**config.mk**
```make
export PLATFORM = sky130hd
export DESIGN_NAME = fir_mac_sequencer
export DESIGN_NICKNAME = d
export VERILOG_FILES = /design/src/rtl/fir_mac_sequencer.sv
export SDC_FILE = /design/constraint.sdc
export NUM_CORES = 1
export LEC_CHECK = 0
export CAP_MARGIN = 0
export CORE_MARGIN = 1.5
export CORE_UTILIZATION = 45
export CTS_CLUSTER_DIAMETER = 100
export DETAILED_ROUTE_END_ITERATION = 8
export GPL_TIMING_DRIVEN = 0
export PLACE_DENSITY = 0.71
export SETUP_SLACK_MARGIN = 0.15
export SLEW_MARGIN = 20
export SYNTH_ARGS = -nofsm -noshare
export SYNTH_HDL_FRONTEND = slang
export SYNTH_SLANG_ARGS = --single-unit
export TNS_END_PERCENT = 20
```
**constraint.sdc**
```tcl
create_clock -name i_clk -period 1.8 [get_ports i_clk]
set_input_delay 0.18 -clock i_clk [delete_from_list [all_inputs] [get_ports i_clk]]
set_output_delay 0.18 -clock i_clk [all_outputs]
set_load 0.02 [all_outputs]
```
**src/rtl/fir_mac_sequencer.sv**
```systemverilog
// Control sequencer for the serial-I/O FIR filter: buffers one sample,
// issues its tap cycles to the shared MAC lanes and holds the lane-sum result.
`timescale 1ns/1ps
module fir_mac_sequencer #(
  parameter int DATA_WIDTH    = 24,
  parameter int FIR_DEPTH     = 256,
  parameter int PIPELINES     = 8,
  parameter int MAC_LATENCY   = 3,
  parameter int ADDER_LATENCY = 3,
  localparam int TPL = FIR_DEPTH / PIPELINES,
  localparam int AW  = $clog2(FIR_DEPTH),
  localparam int TW  = (TPL > 1) ? $clog2(TPL) : 1
) (
  input  logic          i_clk,
  input  logic          i_rst_n,
  input  logic          i_en,
  input  logic          i_sample_valid,
  output logic          o_ready,
  output logic          o_sample_ack,
  output logic          o_wr_en,
  output logic [AW-1:0] o_wr_addr,
  output logic [AW-1:0] o_newest_ptr,
  output logic [TW-1:0] o_tap_idx,
  output logic          o_mac_valid,
  output logic          o_mac_first,
  output logic          o_mac_last,
  output logic          o_pipe_en,
  output logic          o_result_valid,
  input  logic          i_result_ready,
  output logic          o_primed
);

  localparam int DL = MAC_LATENCY + ADDER_LATENCY;
  localparam int DW = (DL > 1) ? $clog2(DL) : 1;
  localparam int PW = AW + 1;

  localparam logic [TW-1:0] TAP_LAST   = TW'(TPL - 1);
  localparam logic [DW-1:0] DRAIN_LAST = DW'(DL - 1);
  localparam logic [PW-1:0] PRIME_FULL = PW'(FIR_DEPTH);

  if (DATA_WIDTH < 1 || FIR_DEPTH < 2 ||
      (FIR_DEPTH & (FIR_DEPTH - 1)) != 0 ||
      (PIPELINES & (PIPELINES - 1)) != 0 ||
      FIR_DEPTH % PIPELINES != 0 || DL < 1) begin : g_bad_cfg
    $error("fir_mac_sequencer: illegal parameter set");
  end

  typedef enum logic [2:0] {
    IDLE,
    WRITE,
    COMPUTE,
    DRAIN,
    HOLD
  } state_t;

  state_t        state_q, state_d;
  logic [AW-1:0] wr_ptr_q;
  logic [AW-1:0] newest_q;
  logic [TW-1:0] tap_q, tap_d;
  logic [DW-1:0] drain_q, drain_d;
  logic [PW-1:0] prime_q;

  always_ff @(posedge i_clk or negedge i_rst_n) begin
    if (!i_rst_n) begin
      state_q <= IDLE;
      tap_q   <= '0;
      drain_q <= '0;
    end else begin
      state_q <= state_d;
      tap_q   <= tap_d;
      drain_q <= drain_d;
    end
  end

  // Pointers advance on the edge that leaves WRITE.
  always_ff @(posedge i_clk or negedge i_rst_n) begin
    if (!i_rst_n) begin
      wr_ptr_q <= '0;
      newest_q <= '0;
      prime_q  <= '0;
    end else if (state_q == WRITE) begin
      newest_q <= wr_ptr_q;
      wr_ptr_q <= wr_ptr_q + 1'b1;
      if (prime_q != PRIME_FULL)
        prime_q <= prime_q + 1'b1;
    end
  end

  always_comb begin
    state_d        = state_q;
    tap_d          = tap_q;
    drain_d        = drain_q;
    o_ready        = 1'b0;
    o_sample_ack   = 1'b0;
    o_wr_en        = 1'b0;
    o_mac_valid    = 1'b0;
    o_mac_first    = 1'b0;
    o_mac_last     = 1'b0;
    o_result_valid = 1'b0;
    unique case (state_q)
      IDLE: begin
        o_ready = 1'b1;
        if (i_en && i_sample_valid)
          state_d = WRITE;
      end
      WRITE: begin
        o_sample_ack = 1'b1;
        o_wr_en      = 1'b1;
        tap_d        = '0;
        state_d      = COMPUTE;
      end
      COMPUTE: begin
        if (i_en) begin
          o_mac_valid = 1'b1;
          o_mac_first = (tap_q == '0);
          o_mac_last  = (tap_q == TAP_LAST);
          tap_d       = tap_q + 1'b1;
          if (tap_q == TAP_LAST) begin
            drain_d = '0;
            state_d = DRAIN;
          end
        end
      end
      DRAIN: begin
        if (i_en) begin
          if (drain_q == DRAIN_LAST)
            state_d = HOLD;
          else
            drain_d = drain_q + 1'b1;
        end
      end
      HOLD: begin
        o_result_valid = 1'b1;
        if (i_result_ready)
          state_d = IDLE;
      end
      default: state_d = IDLE;
    endcase
  end

  assign o_wr_addr    = wr_ptr_q;
  assign o_newest_ptr = newest_q;
  assign o_tap_idx    = tap_q;
  assign o_pipe_en    = i_en;
  assign o_primed     = (prime_q == PRIME_FULL);

`ifndef SYNTHESIS
  a_hold_stable: assert property (
    @(posedge i_clk) disable iff (!i_rst_n)
    o_result_valid && !i_result_ready |=> o_result_valid);

  a_ack_one_shot: assert property (
    @(posedge i_clk) disable iff (!i_rst_n)
    o_sample_ack |=> !o_sample_ack);

  a_ack_from_idle: assert property (
    @(posedge i_clk) disable iff (!i_rst_n)
    o_sample_ack |-> $past(o_ready));

  a_issue_gated: assert property (
    @(posedge i_clk) disable iff (!i_rst_n)
    o_mac_valid |-> i_en);
`endif

endmodule
```
Word level (Yosys, flattened, before mapping)
Cells that the tools add are included.
{ "op_classes": {"addsub": 4, "eq_ne": 15, "n_mux": 23, "reduce_logical": 9} }
{ "ops": {"columns": ["operator", "n"], "rows": [
  ["$mux 3", 10],
  ["$pmux 3 s5", 1],
  ["$ne 2x2->1 const B", 7],
  ["$pmux 5 s2", 1],
  ["$add 9x1->9 const B", 1],
  ["$eq 9x9->1 const B", 1],
  ["$mux 1", 9],
  ["$ne 9x9->1 const B", 1],
  ["$add 8x1->8 const B", 1],
  ["$eq 3x2->1 const B", 2],
  ["$eq 3x3->1 const B", 2],
  ["$pmux 3 s2", 1],
  ["$reduce_and 6->1", 1],
  ["$add 5x1->5 const B", 1],
  ["$eq 5x5->1 const B", 1],
  ["$logic_not 5->1", 1],
  ["$mux 5", 1],
  ["$reduce_and 5->1", 1],
  ["$reduce_and 2->1", 2],
  ["$reduce_bool 2->1", 2],
  ["$add 3x1->3 const B", 1],
  ["$eq 3x1->1 const B", 1],
  ["$logic_not 3->1", 1],
  ["$logic_and 1x1->1", 1]
]} }
{ "totals": {"reg_bits": 36, "in_bits": 5, "out_inout_bits": 30, "wordCells": 57} }

Logic depth before layout (Yosys ltp)
Gate-level depths: netlist of run 1.
{ "logic_depth": {"word_depth": 4, "mapped_depth": 6, "ltp_nobuf": 6} }

Worst setup path before layout of run 1
OpenSTA, ideal clock, no wires.
{ "synth_path": {"kind": "register to output", "startpoint": "register state_q[2]", "endpoint": "output o_wr_en", "arrival_ps": 1366, "required_ps": 1620, "setup_slack_ps": 254, "path_stages_with_launch": 5, "path_buffers": 2, "cell_sequence": "dfrtp_1 -> or3b_4 -> inv_2 -> buf_2 -> buf_4"} }
{ "synth_between": {"elab_chain_cells": 2} }
{ "synth_rtl": {"columns": ["element", "line_no", "rtl"], "rows": [
  ["from (decl)", "56", "state_t state_q, state_d;"],
  ["from (signal assigned)", "69", "state_q <= state_d;"],
  ["$eq 3x1->1", null, null],
  ["$mux 1", null, null],
  ["to (decl)", "20", "output logic o_wr_en,"]
]} }
Every way passes these cells.

Final worst setup path of run 1
{ "layout_path": {"startpoint": "register state_q[2]", "endpoint": "output o_mac_first"} }
{ "layout_between": {"elab_chain_cells": 2} }
{ "layout_rtl": {"columns": ["element", "line_no", "rtl"], "rows": [
  ["$eq 3x2->1", "100", "unique case (state_q)"],
  ["$mux 1", "100", null],
  ["to (decl)", "25", "output logic o_mac_first,"]
]} }
Every way passes these cells.

==> results of run 1 <==
-- metrics by stage --
stage                     util [%]  power (mW)  cell area (sq um)  hold slack (ns)  TNS (ns)
after CTS                    65.39       2.837               2466           0.3657         0
after floorplan                  -       1.674               1809          -0.1156         0
final                        66.72       2.825               2516           0.2857         0
after global routing         66.72       3.004               2516           0.2971  -0.01514
after global placement       58.59       1.991               2210           0.4569    -9.026
after detailed placement     59.19       2.059               2232           0.1370    -2.012
-- registers in the layout, indices dropped and copies added (netlist names) --
register,flops
o_wr_addr,8
o_tap_idx,5
state_q,3
prime_q,9
o_newest_ptr,8
drain_q,3
-- cell usage after synthesis, types with 3 or more instances --
cell     number
a22o_1        3
and3_1        8
xor2_1        3
nand2_1      36
xnor2_1      11
nor2_1        3
ha_1          8
buf_2         5
inv_1         8
nand4_1       8
a21oi_1       5
and2_1        3
mux2i_1       4
o22ai_1       3
dfrtp_1      36
-- cells in the final DEF (no fill, tap or decap), types with 3 or more instances in the layout --
master | synthesis | final
xnor2_1 | 11 | 11
xor2_1 | 3 | 3
ha_1 | 8 | 5
buf_6 | 1 | 7
dfrtp_2 | 0 | 3
a21oi_1 | 5 | 5
a22o_1 | 3 | 3
o22ai_1 | 3 | 3
dfrtp_1 | 36 | 33
clkdlybuf4s50_1 | 0 | 24
buf_4 | 2 | 12
ha_2 | 0 | 3
nand4_1 | 8 | 8
nand2_1 | 36 | 36
clkbuf_8 | 0 | 5
and3_1 | 8 | 8
nor2_1 | 3 | 3
buf_2 | 5 | 5
inv_1 | 8 | 7
mux2i_1 | 4 | 4
-- layout make-up --
type	instances	share of cell area (%)
clock buffers	5	2.735
flip-flops and latches	36	35.95
clock inverters	3	1.691
repair buffers	47	18.15
well taps	48	2.387
inverters	9	1.542
plain buffers	10	3.332
multi-input cells	121	34.21
-- metal layers --
layer  global-route usage, %  routed length (um)  up-vias  share of wire, %
li1                        -                   -      714                 -
met1                   25.25                1731      732                44
met2                   34.38                2002       45                50
met3                   4.770                 185        6               4.7
met4                   6.122                  46        0               1.2
met5                       0                   0        -                 0
-- worst max-delay path: stages, from the launching register on --
cell and delay (ns):
dfrtp_2 0.43, buf_6 0.13, nor4bb_1 0.22, buf_2 0.17, and4_1 0.20, buf_6 0.12
-- power groups by stage --
stage / logic [mW] / registers, mW / clock network, mW
CTS: 1.02 / 1.10 / 0.719
finish: 1.02 / 1.10 / 0.697
floorplan: 0.470 / 1.20 / 0
global placement: 0.873 / 1.12 / 0
detailed placement: 0.925 / 1.13 / 0
global route: 1.12 / 1.13 / 0.756
-- how the worst max path moves through the flow --
stage | endpoint | startpoint | depth (start not counted) | slack (ns)
2_1_floorplan | o_wr_en | state_q[2]$_DFFE_PN0P_ | 4 | 0.25
4_1_cts | o_mac_first | state_q[2]$_DFFE_PN0P_ | 5 | 0.05
6_report | o_mac_first | state_q[2]$_DFFE_PN0P_ | 5 | 0.07
3_3_place_gp | o_mac_first | i_en | 5 | -0.44
5_1_grt | o_mac_first | state_q[2]$_DFFE_PN0P_ | 5 | -0.02
3_5_place_dp | o_mac_first | i_en | 5 | -0.45
-- logic make-up after synthesis --
family	share of synthesized area [%]
adders and majority gates	5.533
xor gates and xnor gates	6.777
DFF	49.79
AOI/OAI and AO/OA	8.576
buffers and inverters	5.117
and+or+nand+nor	21.37
muxes	2.835
-- repair_timing --
action                                  4_1_cts  5_1_grt
buffers inserted                             11        0
pin swaps                                     3        4
hold buffers                                  1        0
cloned                                        0        0
endpoints found under the setup margin       10       13
hold endpoints to repair                     16        0
resized for setup                            40       25
==> results.md, run 1 <==
- Status: complete, no violations
- Seq/Total Area, Yosys: 49.79%
- Core area: 3771 sq um
- Syn_nets: 189
- R2r endpoint: prime_q[1]$_DFFE_PN0P_
- Vias: 1,497
- GPL Wtd Cong: 0.7798
- Cell count after synthesis: 176
- Yosys top cell area share: 49.79%
- Setup slack after placement: -0.4456 ns
- Clock Tree Buf Depth: 2
- Final Cycle Share: 96.15%
- Reg-to-reg slack, setup: 0.13 ns
- Final wirelength: 3965 um
- # rows: 22
- Initial core utilization: 47.98%
- Detailed-route DRC error count: 0
- Hold Vio Cnt, Final: 0
- Die Y: 66.41 um
- IO Port Bufs: 34
- Congestion Overflow GR: 0
- N_diodes: 0
- Routed Antenna Nets: 0
- Part of the power in the clock network: 24.7%
- R2r startpoint: state_q[2]$_DFFE_PN0P_
- GR Util All Layers: 20.17%
- Hold Crit Class: input port to flop
- CP startpoint kind: flop
- Final Skew: 0.004111 ns
- P per Cell Area: 1123 nW/um^2
- Crit Path Class: flop to primary output
- Combinational power share: 36.2%
- Area delta synth->final: 39.07%
- Post-synth ARST share: 100.0%
- Initial detailed-routing violation count: 82
- FMAX: 577.8 MHz
- Maximum vdd ir drop: 0.0007260 V
- Switching power: 0.9516 mW
- Clock-pin slew on the worst setup and hold paths: 0.07 ns
- Filler cell count in the final layout: 278
- First-pass GRT wire length: 6727 um
- CP Capture Type: primary output
- Hold path depth: 2
- H-tree depth: 2
- Final WS setup: 0.06939 ns
- Vias in the first global route: 1,457
- Top post-synthesis cells by area: dfrtp_1, nand2_1, ha_1, xnor2_1, and3_1
- Max Fanout on Critical Path: 4
- Synthesis Warnings: 0
- Layout net count: 243
- Die area: 4410 sq um
- Storage cell area: 904.6 sq um
- Net Sw Frac: 33.68%
- Synth Register Bits: 36
- Iteration count of the initial detailed-routing pass: 4
- Die X: 66.41 um
- Avg WL per Cell: 14.21 um
- Worst reg2reg path depth: 5
- Top FF cell, synth: dfrtp_1
- Share of post-route cells with drive strength above 1: 22.51%
- Sequential power share: 39.1%
- EDFF count, synth: 0
- Worst EP arrival: 1.55 ns
- Final setup vio count: 0
- Int Pwr: 1.873 mW
- Min-delay src: i_en
- Latest clock arrival within the worst-skew pair: 0.28 ns
- Initial antenna violation count: 0
- CTS tree: done
- WHS Endpoint: state_q[1]$_DFFE_PN0P_
- I/O pins: 35
- Multi-input gate area: 860.8 sq um
- Slew Viols, Final: 0
- Relative slew slack: 72.07%
- Fin cells: 279
- Clock root buffer: clkbuf_8
- Total clock sinks: 36
- Syn Area/Cell: 10.28 sq um
- Via density: 5.366
- CTS Buf Count: 5
- RSZ-0062 raised after global routing: yes
- Fin crit period: 1.731 ns
- Critical Path RT: 1.62 ns
- Worst slew pin tran: 0.4190 ns
- Leakage: 1.237 nW
- Dpl hpwl: 2685 um
- Cell variety after synth: 39
- Placed insts: 259
- Synth Cell Area: 1809 sq um
- MaxCap Viol Count: 0
- Largest net degree at the start of global routing: 21
- Area leader, netlist: dfrtp_1
No activity file was read; power rests on OpenSTA's default activity.
==> inputs of run 2 (changes only) <==
--- a/config.mk
+++ b/config.mk
@@ -10,6 +10,7 @@
 export CORE_UTILIZATION = 45
 export CTS_CLUSTER_DIAMETER = 100
 export DETAILED_ROUTE_END_ITERATION = 8
+export GPL_ROUTABILITY_DRIVEN = 1
 export GPL_TIMING_DRIVEN = 0
 export PLACE_DENSITY = 0.71
 export SETUP_SLACK_MARGIN = 0.15
==> results of run 2 <==
Final layout, timing and power as in run 1 (identical DEF).
